## config.mk

```make
export PLATFORM = sky130hd
export DESIGN_NAME = lsu_byte_sequencer
export DESIGN_NICKNAME = d
export VERILOG_FILES = /design/src/rtl/lsu_byte_sequencer.sv
export SDC_FILE = /design/constraint.sdc
export NUM_CORES = 1
export LEC_CHECK = 0
export ABC_AREA = 1
export CORE_UTILIZATION = 53
export DETAILED_ROUTE_END_ITERATION = 6
export HOLD_SLACK_MARGIN = 0.05
export PLACE_DENSITY = 0.95
export SLEW_MARGIN = 40
export SYNTH_ARGS = -nofsm -noshare
export SYNTH_HDL_FRONTEND = slang
export SYNTH_SLANG_ARGS = --single-unit
```

## constraint.sdc

```tcl
create_clock -name clk -period 5.6 [get_ports clk]
set_input_delay 0.56 -clock clk [delete_from_list [all_inputs] [get_ports clk]]
set_output_delay 0.56 -clock clk [all_outputs]
set_load 0.1 [all_outputs]
```

## src/rtl/lsu_byte_sequencer.sv

```systemverilog
// Byte-serial load/store sequencer: splits an RV32I access into single-byte
// memory transactions, reassembles load data and sign/zero-extends it.
module lsu_byte_sequencer #(
   parameter int ADDR_W = 32
) (
   input  logic              clk,
   input  logic              rstn,
   input  logic              req_valid,
   output logic              req_ready,
   input  logic              req_we,
   input  logic [2:0]        req_funct3,
   input  logic [ADDR_W-1:0] req_addr,
   input  logic [31:0]       req_wdata,
   output logic              rsp_valid,
   output logic [31:0]       rsp_rdata,
   output logic              rsp_err,
   output logic [ADDR_W-1:0] mem_addr,
   output logic [7:0]        mem_wdata,
   output logic              mem_we,
   output logic              mem_re,
   input  logic [7:0]        mem_rdata
);

   typedef enum logic [1:0] {
      ST_IDLE,
      ST_XFER,
      ST_WAIT,
      ST_RESP
   } state_t;

   state_t            r_state;
   state_t            w_next;
   logic              r_live;
   logic              r_we;
   logic [2:0]        r_funct3;
   logic [ADDR_W-1:0] r_addr;
   logic [31:0]       r_wdata;
   logic [1:0]        r_idx;
   logic              r_err;
   logic [31:0]       r_asm;
   logic              r_rd_pend;
   logic [1:0]        r_rd_lane;

   logic              w_accept;
   logic              w_illegal;
   logic              w_misalign;
   logic              w_req_err;
   logic [1:0]        w_last_idx;
   logic              w_last;
   logic [31:0]       w_ext;

   // r_live keeps req_ready low until the first clock edge after reset release.
   assign req_ready = r_live && (r_state == ST_IDLE);
   assign w_accept  = req_valid && req_ready;

   always_comb begin
      if (req_we)
         w_illegal = req_funct3[2] || (req_funct3[1:0] == 2'b11);
      else
         w_illegal = (req_funct3[1:0] == 2'b11) || (req_funct3[2] && req_funct3[1]);
   end

   assign w_misalign = ((req_funct3[1:0] == 2'b01) && req_addr[0]) ||
                       ((req_funct3[1:0] == 2'b10) && (req_addr[1:0] != 2'b00));
   assign w_req_err  = w_illegal || w_misalign;

   assign w_last_idx = (r_funct3[1:0] == 2'b00) ? 2'd0 :
                       (r_funct3[1:0] == 2'b01) ? 2'd1 : 2'd3;
   assign w_last     = (r_idx == w_last_idx);

   always_comb begin
      case (r_funct3)
         3'b000:  w_ext = {{24{r_asm[7]}}, r_asm[7:0]};
         3'b001:  w_ext = {{16{r_asm[15]}}, r_asm[15:0]};
         3'b100:  w_ext = {24'd0, r_asm[7:0]};
         3'b101:  w_ext = {16'd0, r_asm[15:0]};
         default: w_ext = r_asm;
      endcase
   end

   // NOTE: sequential state uses non-blocking (<=) so every register samples
   // pre-edge values regardless of statement order.
   always_ff @(posedge clk or negedge rstn) begin
      if (!rstn)
         r_state <= ST_IDLE;
      else
         r_state <= w_next;
   end

   // The assembly register is a plain flop bank, so it is reset with the rest;
   // an aborted load must not leave stale bytes behind.
   always_ff @(posedge clk or negedge rstn) begin
      if (!rstn) begin
         r_live    <= 1'b0;
         r_we      <= 1'b0;
         r_funct3  <= 3'd0;
         r_addr    <= '0;
         r_wdata   <= 32'd0;
         r_idx     <= 2'd0;
         r_err     <= 1'b0;
         r_asm     <= 32'd0;
         r_rd_pend <= 1'b0;
         r_rd_lane <= 2'd0;
      end else begin
         r_live <= 1'b1;
         if (w_accept) begin
            r_we     <= req_we;
            r_funct3 <= req_funct3;
            r_addr   <= req_addr;
            r_wdata  <= req_wdata;
            r_idx    <= 2'd0;
            r_err    <= w_req_err;
            r_asm    <= 32'd0;
         end else if (r_state == ST_XFER) begin
            r_idx <= r_idx + 2'd1;
         end
         // Read data returns one cycle after the strobe; remember which lane it feeds.
         r_rd_pend <= (r_state == ST_XFER) && !r_we;
         r_rd_lane <= r_idx;
         if (r_rd_pend)
            r_asm[{r_rd_lane, 3'b000} +: 8] <= mem_rdata;
      end
   end

   // NOTE: every output of this block gets a default first, so no path can
   // leave a signal unassigned and infer a latch.
   always_comb begin
      w_next    = r_state;
      rsp_valid = 1'b0;
      rsp_rdata = 32'd0;
      rsp_err   = 1'b0;
      mem_addr  = '0;
      mem_wdata = 8'd0;
      mem_we    = 1'b0;
      mem_re    = 1'b0;
      case (r_state)
         ST_IDLE: begin
            if (w_accept)
               w_next = w_req_err ? ST_RESP : ST_XFER;
         end
         ST_XFER: begin
            mem_addr = r_addr + {{(ADDR_W-2){1'b0}}, r_idx};
            if (r_we) begin
               mem_we    = 1'b1;
               mem_wdata = r_wdata[{r_idx, 3'b000} +: 8];
            end else begin
               mem_re = 1'b1;
            end
            if (w_last)
               w_next = r_we ? ST_RESP : ST_WAIT;
         end
         ST_WAIT: begin
            w_next = ST_RESP;
         end
         ST_RESP: begin
            rsp_valid = 1'b1;
            rsp_err   = r_err;
            if (!r_we && !r_err)
               rsp_rdata = w_ext;
            w_next = ST_IDLE;
         end
         default: w_next = ST_IDLE;
      endcase
   end

endmodule

```

======== After elaboration in Yosys (flattened, before gate mapping) ========
Index checks and enable logic that the tools add are counted.
word-level totals
  register bits ........................... 109
  bits in latches ......................... 0
  bits in writable memories ............... 0
  ROM bits ................................ 0
  output and inout port bits .............. 77
  memories ................................ 0
operators by class
  add/subtract/negate cells ............... 3
  multiply operators ...................... 0
  divide/modulo/power cells ............... 0
  order comparisons ....................... 0
  equal/unequal tests ..................... 13
  shift operators ......................... 3
  multiplexer cells ....................... 25
  bitwise operators ....................... 0
  reductions and logical operators ........ 19
operators with widths
  kind                      number
  $mux W32                  5
  $pmux W32 S4              1
  $add A32 B2 Y32           1
  $bwmux W32                1
  $shift A8 B7 Y32 const A  1
  $shiftx A32 B6 Y8         1
  $shiftx A8 B7 Y32         1
  $mux W8                   2
  $mux W2                   7
  $eq A2 B2 Y1 const B      4
  $mux W1                   8
  $pmux W2 S4               1
  $logic_and A1 B1 Y1       7
  $neg A5 Y7                1
  $eq A2 B1 Y1 const B      3
  $eq A3 B3 Y1 const B      2
  $logic_not A2 Y1          2
  $logic_or A1 B1 Y1        4
  $ne A2 B2 Y1 const B      2
  $reduce_bool A2 Y1        2
  $eq A3 B1 Y1 const B      1
  $logic_not A3 Y1          1
  $add A2 B1 Y2 const B     1
  $eq A2 B2 Y1              1
  2 further kinds           3

======== Longest topological paths before layout ========
Gate-level depths: netlist of the first run.
  depth in word-level cells ............... 7
  gate-level depth with buffers ........... 10
  depth with buffers taken out ............ 10

======== Least setup slack after synthesis of the first run ========
Ideal clock, no wire load.
  path type ............................... register -> output
  start ................................... register r_state[0]
  end ..................................... output rsp_rdata[22]
  arrival ................................. 3.311 ns
  data required time ...................... 5.040 ns
  slack ................................... 1.729 ns
  stages on the path, launching flop included .. 7
  cell sequence ........................... dfrtp_1 > ha_1 > nand2_1 > a21oi_1 > o21ai_4 > buf_6 > nor2_1
between the ends
  cells in the longest elaborated chain, start to end .. 2
RTL lines
  item                    line  RTL
  from (decl)             31    state_t r_state;
  from (signal assigned)  87    r_state <= w_next;
  $eq A2 B2 Y1            136   case (r_state)
  $mux W32                136
  to (decl)               15    output logic [31:0] rsp_rdata,
Every way passes these cells.

======== Worst setup path in the final report of the first run ========
  start ................................... register r_idx[0]
  end ..................................... output mem_addr[18]
between the ends
  cells in the longest elaborated chain, start to end .. 2
RTL lines
  item                    line  RTL
  from (decl)             38    logic [1:0] r_idx;
  from (signal assigned)  115   r_idx <= r_idx + 2'd1;
  $add A32 B2 Y32         142   mem_addr = r_addr + {{(ADDR_W-2){1'b0}}, r_idx};
  $mux W32                136
  to (decl)               17    output logic [ADDR_W-1:0] mem_addr,
Every way passes these cells.

==> out/results.ini, run 1 <==
[final_layout]
areaGrowthSynthToFinish_pct=25.1
antenna_cells=0
fin_nets=1073
drive_gt1_frac=0.127

[synthesis]
synth_mux_area_frac=0
synth-warning-count=0
syn_area_sq_mm=0.00607
yosysSeqAreaShare=0.449
synthCells=842
ys_types=32
synth_top_area_frac=0.449
yosysMostFrequentCell=nand2_1
synth_top_family_by_area=simple AND/OR/NAND/NOR gates
ys_seq_elements=109
synth.cells.most_frequent=nand2_1, nor2_1, dfrtp_1
synthAdderAreaFrac=0.0260
synth-compound-area-share=0.118
synth_flop_cell=dfrtp_1
synth_fp_nets=933
async_reset_ff_frac=1.00
synth_simple_gate_area_frac=0.329
synth_area_leaders=dfrtp_1, nand2_1, nor2_1, o21ai_0, inv_1
synthXorXnorAreaFrac=0.00721
synth_edf_count=0
synth_area_per_cell_sq_um=7.21
synth_area_leader_cell=dfrtp_1

[die]
start_util=0.553
ios=156
die_w_um=109
core_sq_mm=0.0110
fp-row-count=38
die_height_um=109
fp.dieArea_sq_mm=0.0119

[timing]
fin_tns_setup_ns=0
hold_violations=0
finalSetupViolCount=0
worst_slew_pin_slew_ns=0.696
timing.final.crit_share=0.621
rsz0062_at_grt=false
slew_viol_final=0
slew_headroom=0.536
finClkSkew_ns=0.00882
clock.fmax_mhz=287
period_minus_slack_ns=3.48

[critical_path]
worstReg2RegEnd=r_addr[21]
start_kind=register
path_max_fanout=23
slowest_delay_ns=0.79
timing.rr.start=r_state[0]
required_ns=5.04
cp_top_family=simple AND/OR/NAND/NOR gates
crit_top_cell=nand2_2
critPathSlowestCell=dfrtp_1
crit_chain=ha_1 -> fa_1 -> nand2_2 -> nor2_4 -> nand2_2 -> nor2_4 -> nand2_2 -> nand2_1 -> nand2_1 -> nor2_1 -> buf_2
cp.buffers_inverters=1
r2r_cells=7
critPathArrivalTime_ns=2.92
crit_type=register to primary output
end_kind=primary output
ff2ff_setup_slack_ns=3.48

[routing]
drt-initial-drc-count=405
antenna_left=0
via_count=5962
dr.pass1.iters=5
vias_per_cell=5.29
drt-wirelength-per-cell_um=14.3
drc=0
drt_wl_total_um=16100

[clock_network]
cts_buffers=9
postCtsHoldBufs=0
cts.sinks=109
h-tree-depth=3
clockRootBuffer=clkbuf_16
clock_latency_ns=0.34
tritoncts=yes
clk_pin_slew_ns=0.07
clk_path_buf_depth=2
post-cts-setup-buffers=0
cts.repair.resized=0

[global_routing]
antenna_found_initial=0
grt_max_degree=91
grtUsageTotal=0.289
grt_pass1_wl_um=26700
first_global_vias=5565
overflow=0

[placed_design]
dp_hpwl_um=12000
port-buffer-count=155
routabilityCongestion=0.976

[hold_path]
worstHoldPathType=primary input to asynchronous set/reset pin

[flow_run]
drv_cap=0

[pwr]
p_leak_nw=3.85
p_per_area_mw_per_mm2=560
power.ir.vdd_worst_mv=0.369
finalPower_mw=4.26

[status]
status=completed

==> worst register-to-register path: stages, from the launching register on <==
cell	delay (ns)
dfrtp_1	0.41
inv_1	0.14
ha_1	0.25
nand3_2	0.11
inv_2	0.38
buf_4	0.50
nand2_1	0.17
nand2_1	0.09
==> layer usage <==
metal	routed length, um	vias to the layer above	global-route usage
met2	7490	266	0.463
li1	-	2935	-
met4	320	0	0.0975
met5	0	-	0
met3	1090	21	0.0293
met1	7200	2740	0.413
==> power by group <==
part           leakage [nW]  internal [mW]  switching (mW)
combinational          2.31          0.527            1.67
clock                 0.143          0.322           0.299
sequential             1.40           1.11           0.327
total                  3.85           1.96            2.30
==> cell type report <==
cell class,count,area (sq um)
multi-input combinational,628,2920
timing repair buffer,159,1200
clock buffer,10,239
inverter,75,282
sequential,109,2730
tap,140,175
clock inverter,6,55.1
fill,938,3390
==> logic make-up (layout without fill, tap and decap cells) <==
kind of cell	Yosys count	after routing
buffers and inverters	105	250
other	1	1
and+or+nand+nor	492	492
DFF	109	109
adders and majority gates	12	12
xor gates and xnor gates	5	5
AOI/OAI and AO/OA	118	118
==> metrics by stage <==
step	hold WS, ns	util	setup WS (ns)	cells	cell area (sq um)
6_report	0.250	0.692	2.12	1127	7600
3_5_place_dp	0.464	0.664	2.46	1110	7290
2_1_floorplan	0.264	-	1.73	842	6070
3_3_place_gp	0.457	0.699	1.78	1110	7670
5_1_grt	0.307	0.692	1.87	1127	7600
4_1_cts	0.283	0.690	2.09	1126	7580
==> placed cells by master, fill, tap and decap left out, types with 11 or more instances in the layout <==
cell type        netlist  routed
ha_1                  11      11
nor2_1               155     155
o21ai_0               63      63
inv_1                 72      71
dfrtp_1              109     109
clkdlybuf4s50_1        0      77
a32o_1                22      22
nand3_1               30      30
nand2_1              279     279
a21oi_1               31      31
buf_2                 12      77
==> worst max-delay path by stage <==
stage	cells after the start	to	start	slack [ns]
2_1_floorplan	6	rsp_rdata[22]	r_state[0]	1.73
3_3_place_gp	9	mem_addr[8]	r_idx[0]	1.78
3_5_place_dp	11	mem_addr[18]	r_idx[0]	2.46
4_1_cts	5	mem_addr[6]	r_state[1]	2.09
5_1_grt	11	mem_addr[24]	r_idx[0]	1.87
6_report	11	mem_addr[18]	r_idx[0]	2.12
==> flip-flops by register name, summed over array words and instances (netlist names) <==
| name | cells |
|---|---|
| r_rd_lane | 2 |
| r_rd_pend | 1 |
| r_idx | 2 |
| r_state | 2 |
| r_wdata | 32 |
| r_addr | 32 |
| r_we | 1 |
| r_live | 1 |
| r_err | 1 |
| r_funct3 | 3 |
| r_asm | 32 |
No activity file was read; power rests on OpenSTA's default activity.
==> run 2: changes to the inputs <==
- CORE_UTILIZATION: 53 -> 50
- PLACE_DENSITY: 0.95 -> 0.93
- clock period: 5.6 -> 3.59 ns (I/O delays scaled with it)
==> out/results.ini, run 2 (synthesis results as in run 1) <==
[timing]
clock.fmax_mhz=353
slew_headroom=0.580  ; +0.0440
worst_slew_pin_slew_ns=0.630  ; -0.0659 ns
timing.final.crit_share=0.788
hold_violations=0  ; unchanged
finClkSkew_ns=0.0104  ; +0.00153 ns
rsz0062_at_grt=false
finalSetupViolCount=0  ; unchanged
period_minus_slack_ns=2.83
setup_ws_ns=0.760  ; -1.36 ns
slew_viol_final=0  ; unchanged

[clock_network]
tritoncts=yes
cts.sinks=109  ; unchanged
h-tree-depth=3  ; unchanged
cts_buffers=9  ; unchanged
clk_path_buf_depth=2  ; unchanged
clockRootBuffer=clkbuf_16
post-cts-setup-buffers=0  ; unchanged
clk_pin_slew_ns=0.07  ; about the same
clock_latency_ns=0.36  ; +0.02 ns

[die]
die_w_um=112  ; +2.9%
die_height_um=112  ; +2.9%
start_util=0.523  ; -0.0300
core_sq_mm=0.0116  ; +5.7%
fp-row-count=39  ; +2.6%
ios=156  ; unchanged
fp.dieArea_sq_mm=0.0126  ; +5.9%

[hold_path]
min_path_cells=2
hold_start=r_wdata[28]
worstHoldPathType=register to register
min_to=r_wdata[28]

[critical_path]
path_max_fanout=13  ; -43%
ff2ff_setup_slack_ns=1.47  ; -2.01 ns
required_ns=3.23  ; -1.81 ns
end_kind=primary output
crit_type=register to primary output
start_kind=register
timing.rr.start=r_rd_lane[0]
critPathArrivalTime_ns=2.47  ; -0.45 ns
r2r_cells=5  ; -2
worstReg2RegEnd=r_asm[16]

[routing]
drt-wirelength-per-cell_um=14.8  ; +3.7%
drc=11  ; +11
drt-initial-drc-count=477  ; +18%
dr.pass1.iters=7  ; +2
vias_per_cell=5.35  ; +1.2%
drt_wl_total_um=16800  ; +4.3%
antenna_left=0  ; unchanged
via_count=6070  ; +1.8%

[global_routing]
grt_pass1_wl_um=27600  ; +3.2%
antenna_found_initial=0  ; unchanged
grt_max_degree=91  ; unchanged
overflow=0  ; unchanged
first_global_vias=5694  ; +2.3%
grtUsageTotal=0.278  ; -0.0118

[final_layout]
drive_gt1_frac=0.129  ; +0.00252
final_common_cell=nand2_1
top_regs=r_addr x32, r_asm x32, r_wdata x32
areaGrowthSynthToFinish_pct=32.2
fin_nets=1077  ; +0.37%
antenna_cells=0  ; unchanged
stdcell_area_sq_mm=0.00803  ; +5.6%
mostFrequentLayoutCells=nand2_1, nor2_1, dfrtp_1
fillers=975  ; +3.9%

[pwr]
netSwitchingPower_mw=3.66  ; +59%
switching_share=0.515  ; -0.0260
p_comb_frac=0.527  ; +0.010
power.ir.vdd_worst_mv=0.638  ; +73%
seqPwrFrac=0.311  ; -0.026
p_leak_nw=3.93  ; +2.1%
intPower_mw=3.45  ; +76%
p_per_area_mw_per_mm2=885  ; +58%
power_frac_clock=0.162  ; +0.016

[placed_design]
place_area_sq_mm=0.00766  ; +5.1%
dp_hpwl_um=12300  ; +3.0%
routabilityCongestion=0.919  ; -5.8%
place_worst_setup_slack_ns=1.16  ; -1.30 ns
port-buffer-count=155  ; unchanged

[flow_run]
drv_cap=0  ; unchanged

[status]
violations=DRC
status=finished, violations left

[run 2: changes by cell type in the layout (fill, tap and decap cells not counted), moves of 3 or more]
cell       previous run  this run
buf_12                0        12
bufinv_16             0         3
buf_4                 3        68
buf_2                77         3
[run 2: layout make-up]
type,count,area [sq um],share of cell area
Inverter,75,282,0.0351
Multi-Input combinational cell,628,2920,0.364
Clock inverter,6,116,0.0145
Timing Repair Buffer,163,1570,0.196
Clock buffer,10,229,0.0285
Tap cell,143,179,0.0223
Sequential cell,109,2730,0.340
[run 2: routing by layer]
metal	up-vias	global-route usage	part of all wire
met5	-	0	0
met4	0	0.116	0.029
met3	38	0.0405	0.071
met2	263	0.443	0.47
met1	2822	0.381	0.43
li1	2947	-	-
[run 2: per-stage QoR]
step                      setup TNS [ns]  power (mW)  hold WS (ns)  utilization  instances
final                                  0        7.10         0.483        0.691       1134
after global routing                   0        7.54         0.509        0.691       1134
after CTS                              0        7.09         0.104        0.690       1133
after detailed placement               0        5.92         0.460        0.660       1117
after global placement                 0        5.83         0.458        0.661       1117
after floorplan                   -0.721        4.90        0.0634            -        842
[run 2: power by group through the flow]
stage	clock, mW	sequential, mW	combinational, mW
floorplan	0	2.04	2.86
global placement	0	2.17	3.66
detailed placement	0	2.20	3.72
CTS	1.16	2.19	3.74
global route	1.21	2.26	4.07
finish	1.15	2.21	3.75
[run 2: worst max-delay path, stage by stage, from the launching register on]
cell     delay, ns
dfrtp_1       0.56
ha_1          0.39
nand2_1       0.06
nand2_1       0.06
nand3_1       0.17
nor2_2        0.27
o21ai_0       0.11
a21oi_1       0.17
buf_4         0.32
[run 2: repair_timing]
item | CTS | global route
endpoints found under the hold margin | 0 | 59
hold buffers | 0 | 1
setup endpoints to repair | 0 | 0
resized for setup | 0 | 0
[run 2: how the worst max path moves through the flow]
stage | startpoint | endpoint | depth (start not counted)
2_1_floorplan | r_state[0] | rsp_rdata[22] | 6
3_3_place_gp | r_idx[1] | mem_addr[9] | 8
3_5_place_dp | r_idx[1] | mem_addr[25] | 10
4_1_cts | r_idx[1] | mem_addr[9] | 8
5_1_grt | r_idx[1] | mem_addr[9] | 8
6_report | r_idx[1] | mem_addr[9] | 8
==> run 3: changes to the inputs <==
- CORE_UTILIZATION: 50 -> 45
- PLACE_DENSITY: 0.93 -> 0.89
- clock period: 3.59 -> 2.4 ns (I/O delays scaled with it)
==> out/results.ini, run 3 (synthesis results as in run 1) <==
[status]
status=finished, violations left
violations=setup timing

[placed_design]
routabilityCongestion=0.969  ; +5.5%
port-buffer-count=155  ; unchanged
dp_hpwl_um=13600  ; +11%
place_worst_setup_slack_ns=0.136  ; -1.02 ns
place_area_sq_mm=0.00896  ; +17%

[critical_path]
cp.depth=11  ; +3
end_kind=primary output
cp_top_family=simple AND/OR/NAND/NOR gates
ff2ff_setup_slack_ns=0.58  ; -0.89 ns
critPathSlowestCell=dfrtp_1
required_ns=2.16  ; -1.07 ns
cp.buffers_inverters=1  ; unchanged
start_kind=register
worstSetupEndpoint=mem_addr[22]
startpoint=r_addr[0]
slowest_delay_ns=0.40  ; -0.16 ns
r2r_cells=6  ; +1
timing.rr.start=r_state[1]
critPathArrivalTime_ns=2.20  ; -0.27 ns
crit_type=register to primary output
worstReg2RegEnd=r_state[0]
crit_chain=ha_4 -> fa_2 -> nand2_4 -> nor2_4 -> nand2_2 -> nor2_4 -> nand2_2 -> nand2_2 -> nand2_2 -> nor2_4 -> buf_12
crit_top_cell=nand2_2
path_max_fanout=5  ; -8

[global_routing]
antenna_found_initial=0  ; unchanged
overflow=0  ; unchanged
grtUsageTotal=0.275  ; -0.00308
first_global_vias=6011  ; +5.6%
grt_pass1_wl_um=30400  ; +10%
grt_max_degree=84  ; -7.7%

[pwr]
p_leak_nw=4.21  ; +7.1%
p_per_area_mw_per_mm2=1250  ; +42%
power.ir.vdd_worst_mv=0.931  ; +46%

[routing]
wl_met3_um=1200  ; +1.2%
via_count=6330  ; +4.3%
routedLengthMet1_um=7650  ; +5.8%
top_layer=met4
dr.pass1.iters=6  ; -1
antenna_left=0  ; unchanged
vias_per_cell=5.37  ; +0.39%
dr_wl_met2_um=9330  ; +18%
drc=0  ; -11
drt-wirelength-per-cell_um=15.7  ; +6.2%
drt_wl_total_um=18500  ; +10%
drt-initial-drc-count=548  ; +15%

[die]
fp.dieArea_sq_mm=0.0140  ; +11%
start_util=0.460  ; -0.0625
fp-row-count=42  ; +7.7%
die_height_um=118  ; +5.3%
ios=156  ; unchanged
die_w_um=118  ; +5.3%
core_sq_mm=0.0132  ; +14%

[final_layout]
antenna_cells=0  ; unchanged
top_regs=r_addr x32, r_asm x32, r_wdata x32
mostFrequentLayoutCells=nand2_1, dfrtp_1, nor2_1
areaGrowthSynthToFinish_pct=55.6
stdcell_area_sq_mm=0.00945  ; +18%
drive_gt1_frac=0.226  ; +0.0964
final_common_cell=nand2_1
utilization=0.716  ; +0.0251
fin_nets=1088  ; +1.0%

[timing]
finClkSkew_ns=0.0122  ; +0.00187 ns
timing.final.crit_share=1.02
period_minus_slack_ns=2.44
clock.fmax_mhz=410
finalSetupViolCount=3  ; +3
hold_violations=0  ; unchanged
slew_viol_final=0  ; unchanged
rsz0062_at_grt=true
setup_ws_ns=-0.0409  ; -0.801 ns
worst_slew_pin_slew_ns=0.621  ; -0.00899 ns
slew_headroom=0.585  ; +0.00499

[hold_path]
worstHoldPathType=primary input to asynchronous set/reset pin

[clock_network]
clk_path_buf_depth=2  ; unchanged
cts_buffers=9  ; unchanged
clockRootBuffer=clkbuf_16
clock_latency_ns=0.35  ; about the same
h-tree-depth=3  ; unchanged
clk_pin_slew_ns=0.08  ; about the same
tritoncts=yes
cts.sinks=109  ; unchanged

[flow_run]
drv_cap=0  ; unchanged

-- run 3: cell count changes in the layout (fill, tap and decap cells not counted), moves of 7 or more --
cell     previous run  this run
nor2_2              5        16
nor2_4              4        43
buf_12             12        77
a21oi_1            31        15
nand2_2             9        16
nand2_1           279       269
nor2_1            155       105
buf_4              68        18
a21oi_2             0        14
-- run 3: power breakdown --
group | switching, mW | internal, mW
registers | 0.671 | 2.58
logic | 4.68 | 2.25
clock network | 0.716 | 0.934
-- run 3: area by class of cell --
type | instances | area (sq um)
well taps | 176 | 220
multi-input cells | 628 | 3420
flip-flops and latches | 109 | 2730
inverters | 75 | 283
clock inverters | 7 | 105
fillers | 952 | 3740
repair buffers | 174 | 2470
clock buffers | 9 | 225
-- run 3: worst min-delay path by stage --
stage	end	slack, ns	start
6_report	r_addr[18]	0.36	rstn
5_1_grt	r_addr[28]	0.42	rstn
4_1_cts	r_addr[18]	0.39	rstn
3_5_place_dp	r_addr[18]	0.19	rstn
3_3_place_gp	r_addr[24]	0.19	rstn
2_1_floorplan	r_addr[0]	-0.06	rstn
-- run 3: metrics by stage --
| stage | setup TNS, ns | hold slack (ns) | power, mW | std cells |
|---|---|---|---|---|
| 2_1_floorplan | -2.99 | -0.0556 | 7.73 | 842 |
| 3_3_place_gp | 0 | 0.194 | 9.79 | 1156 |
| 3_5_place_dp | 0 | 0.191 | 9.98 | 1156 |
| 4_1_cts | -0.0588 | 0.388 | 11.7 | 1176 |
| 5_1_grt | -1.56 | 0.417 | 12.5 | 1178 |
| 6_report | -0.0537 | 0.363 | 11.8 | 1178 |
-- run 3: layer usage --
| metal | vias to the layer above | global-route usage |
|---|---|---|
| met4 | 0 | 0.0817 |
| li1 | 2969 | - |
| met2 | 294 | 0.464 |
| met5 | - | 0 |
| met1 | 3032 | 0.362 |
| met3 | 35 | 0.0458 |
-- run 3: repair_timing --
action,4_1_cts,5_1_grt
setup endpoints to repair,18,37
hold buffers,1,0
pin swaps,6,12
gates resized for setup,16,19
gates cloned,0,0
setup buffers,3,2
hold endpoints to repair,26,0
==> variant 1, RTL diff (flow settings as in run 2) <==
Change the parameter `ADDR_W` from 32 to 64.
--- a/src/rtl/lsu_byte_sequencer.sv
+++ b/src/rtl/lsu_byte_sequencer.sv
@@ -3,3 +3,3 @@
 module lsu_byte_sequencer #(
-   parameter int ADDR_W = 32
+   parameter int ADDR_W = 64
 ) (
Ports: changed (resized mem_addr and req_addr); port bits go from 156 to 220. No check against the original RTL was run, so the function may have changed too.
==> variant 1 against run 2 <==
  * Hold slack got worse by 19 ps
  * Sequential cell count increased by 32
  * Wire length increased by 72%
  * Sequential power increased by 38%
  * Maximum frequency decreased by 9.3%
  * Area after synthesis increased by 40%
  * Utilization increased by 2.4 points
  * Worst setup slack got worse by 290 ps
  * Global-route usage increased by 5.5 points
  * Total power increased by 51%
  * Design area increased by 48%
  * Critical endpoint is now mem_addr[57]
  * Largest power group unchanged
==> variant 1: results (changes against run 2) <==
Run status
  – Status: finished clean

Routing
  – Max Used Layer: met4
  – First-pass DRT Iterations: 5 (-2)
  – DR WL met2: 13.23 mm (+68%)
  – Wirelength per Cell: 17.02 microns (+15%)
  – ANT nets after route: 0 (unchanged)
  – Post-route DRC: 0 (-11)
  – DR iter-0 viols: 765 (+60%)
  – Met1 Wirelength: 12.46 mm (+72%)
  – Routed wl met3: 2.055 mm (+73%)

Placement
  – Final HPWL DP: 22.07 mm (+79%)
  – PortBufs: 219 (+41%)
  – Pre-CTS setup slack: 964.5 ps (-192.3 ps)
  – RePlAce Congestion: 1.007 (+9.5%)

Setup path
  – Crit-path max cell delay: 540 ps (-20 ps)
  – Worst r2r dst: r_asm[29]
  – Cell depth of the worst flop-to-flop path: 8 (+3)
  – R2R setup slack: 1370 ps (-100 ps)
  – Crit path DAT: 2760 ps (+290 ps)
  – Worst Setup EP: mem_addr[57]
  – Worst r2r src: r_state[0]
  – Crit path max-delay family: simple AND/OR/NAND/NOR gates

Layout
  – Clk cell area share: 5.223% (+0.92 points)
  – Sequential Area: 3528 sq um (+29%)
  – Signal inverters: 103 (+37%)
  – Signal buf overhead: 22.46% (+2.9 points)
  – Nets: 1,583 (+47%)
  – Multi-input gate count: 970 (+54%)
  – Largest regs: r_addr x64, r_asm x32, r_wdata x32
  – # fillers: 1,275 (+31%)
  – Fin util: 71.50% (+2.4 points)
  – CLK BUF: 19 (+9)
  – Finished Layout Cells: 1,693 (+49%)

STA
  – Slew @ Worst Pin: 817.3 ps (+187.0 ps)
  – Max Fclk: 0.3206 GHz (-9.3%)
  – Final Skew: 11.04 ps (+0.6916 ps)

Pwr
  – Total leakage power: 5.335 nW (+36%)
  – Clock power share: 17.3% (+1.1 points)
  – Peak VDD IR: 678.3 uV (+6.4%)
  – Comb group: 5.85 mW (+56%)

Synthesis
  – Avg Inst Size Synth: 6.753 sq um (-6.4%)
  – Top cells by area, synth: dfrtp_1 (42%), nand2_1 (20%), nor2_1 (9.9%)
  – Post-synthesis sequential area ratio: 41.63% (-3.3 points)
  – Synth cell types: 36 (+13%)
  – Commonest cells in the netlist: nand2_1 (456), nor2_1 (223), dfrtp_1 (141)
  – Syn nets: 1,378 (+48%)

Global route
  – Global Route met1 Usage: 44.27% (+6.2 points)
  – Met3 usage: 5.690% (+1.6 points)
  – Vias in the first global route: 8,688 (+53%)
  – Met2 usage: 53.64% (+9.3 points)

Clock network
  – Worst-skew pair later-pin latency: 430 ps (+70 ps)
  – CTS Hold Buffers Added: 1 (+1)
  – CTS Buf Count: 17 (+8)
  – Sink Count: 141 (+29%)
  – H-tree level count: 4 (+1)

Floorplanning
  – Core area: 16,580 sq um (+43%)

Min path
  – Worst min-delay path class: in2reg
## variant 1: tightest hold or removal path, delay by kind of cell
family                 cells  cell delay [ps]
buffers and inverters      1              390
AND/OR/NAND/NOR            2              100
## variant 1: worst min path at each step
stage                     slack [ps]     startpoint  cells after the start           to
after floorplan                   60           rstn                      0    r_addr[0]
after global placement           380           rstn                      1   r_addr[50]
final                            460  req_wdata[24]                      3  r_wdata[24]
after CTS                        460  req_wdata[29]                      3  r_wdata[29]
after global routing             470  req_wdata[29]                      3  r_wdata[29]
after detailed placement         380           rstn                      1   r_addr[50]
## variant 1: logic make-up after synthesis
| family | Yosys count | share of synthesized area [%] |
|---|---|---|
| xor gates and xnor gates | 9 | 0.9301 |
| AOI/OAI and AO/OA | 197 | 12.87 |
| DFF | 141 | 41.63 |
| buffers and inverters | 144 | 6.835 |
| other | 1 | 0.04424 |
| and+or+nand+nor | 751 | 35.83 |
| adders and majority gates | 12 | 1.860 |
==> variant 2, RTL diff (flow settings as in run 2) <==
Made on the original files. Reset style: synchronous (`rstn`), changed in 2 clocked blocks.
--- a/src/rtl/lsu_byte_sequencer.sv
+++ b/src/rtl/lsu_byte_sequencer.sv
@@ -82,3 +82,3 @@
    // pre-edge values regardless of statement order.
-   always_ff @(posedge clk or negedge rstn) begin
+   always_ff @(posedge clk) begin
       if (!rstn)
@@ -91,3 +91,3 @@
    // an aborted load must not leave stale bytes behind.
-   always_ff @(posedge clk or negedge rstn) begin
+   always_ff @(posedge clk) begin
       if (!rstn) begin
Formal check against the unedited RTL: differs if rstn is asserted again (counterexample within 4 cycles, from zero or initial values and one cycle with rstn low); with rstn held inactive, the same outputs for 10 cycles.
==> variant 2 against run 2 <==
  * The flow still finishes with violations (DRC)
  * Maximum frequency is 3.5% lower
  * Non-clock buffer count shrank 4
  * Global-route usage shrank 0.53 points
  * Worst setup slack worse by 100 ps
  * Sequential cell count is the same
  * Wire length is 7.4% lower
  * Critical path type unchanged
  * Design area shrank 9.9%
  * Area after synthesis decreased by 7.9%
  * Synthesized cell count increased by 0.36%
Power is not compared: it rests on default switching activity, and its combinational part moved more than twofold at a synthesized area within 25%.
==> variant 2: results (changes against run 2) <==
Routing
  – Via/cell ratio: 5.278 (-1.4%)
  – Via count: 5,943 (-2.1%)
  – Post-route DRC: 2 (-9)

Synthesis
  – Syn nets: 936 (+0.32%)
  – Commonest cells in the netlist: nand2_1 (170), inv_1 (117), dfxtp_1 (109)
  – Mapped Cells: 845 (+0.36%)
  – Top_reg_cell synth: dfxtp_1
  – Ys async rst share: 0% (-100 points)
  – Post-synthesis sequential area ratio: 39.00% (-5.9 points)

Clock network
  – Clock root buffer: clkbuf_8
  – Clk slew on worst S/H paths: 110 ps (+40 ps)

STA
  – Slew @ Worst Pin: 749.7 ps (+119.5 ps)
  – Final Skew: 16.71 ps (+6.356 ps)

Placement
  – RePlAce Congestion: 0.9076 (-1.2%)
  – Final HPWL DP: 11.60 mm (-5.9%)
  – Placed cells: 1,110 (-0.63%)
  – DP Area: 7033 sq um (-8.2%)

Run status
  – Failing checks: DRC
  – Status: complete, but fails checks

Layout
  – Layout cells sized above 1: 12.68% (-0.24 points)

Global route
  – All-layer global routing usage: 27.23% (-0.53 points)
  – Largest net degree at the start of global routing: 82 (-9.9%)

Setup path
  – Crit path max fanout: 14 (+1)
  – Slowest cell on crit path: dfxtp_1
  – Crit path DAT: 2580 ps (+110 ps)
## variant 2: worst paths after layout
| path | start | to | slack (ps) | cells past startpoint |
|---|---|---|---|---|
| setup / recovery | r_idx[1] | mem_addr[28] | 660 | 10 |
| hold / removal | r_wdata[15] | r_wdata[15] | 460 | 2 |
| setup reg to reg | r_state[0] | r_asm[0] | 1090 | 9 |
| hold reg to reg | r_wdata[15] | r_wdata[15] | 460 | 2 |
## variant 2: area by class of cell
cell class	instances	area, sq um
clock buffers	9	123.9
inverters	123	461.7
flip-flops and latches	109	2182
well taps	140	175.2
multi-input cells	579	2828
clock inverters	7	68.82
repair buffers	159	1394
fillers	954	3655
## variant 2: tightest hold or removal path: stages, from the launching register on
cell     delay [ps]
dfxtp_1         310
inv_1            60
a21oi_1          60
## variant 2: per-layer routing
metal  wire (microns)  up-vias  track usage, %
met5                0        -               0
met4              478        0           11.25
met3             1063       36           3.814
met2             7290      253           45.15
met1             6722     2661           35.34
li1                 -     2993               -
## variant 2: cells by family (layout without fill, tap and decap cells)
family / count (synthesis) / in the layout / synth area share [%]
adders and majority gates: 12 / 12 / 2.818
xor gates and xnor gates: 5 / 5 / 0.7826
buffers and inverters: 157 / 298 / 11.00
AOI/OAI and AO/OA: 225 / 225 / 21.58
DFF: 109 / 109 / 39.00
and+or+nand+nor: 337 / 337 / 24.82
## variant 2: where the power goes
group          switching (mW)  leakage, nW  internal, mW
logic                   0.847         1.96         0.331
clock network           0.456       0.0964         0.271
registers               0.106        0.888          1.35
total                    1.41         2.95          1.95
## variant 2: stage by stage
step           setup TNS, ps  power [mW]  hold WS (ps)
3_3_place_gp               0       2.612         432.8
2_1_floorplan         -527.0       2.319         386.7
3_5_place_dp               0       2.638         441.2
5_1_grt                    0       3.539         485.5
4_1_cts                    0       3.348         464.6
6_report                   0       3.357         462.4
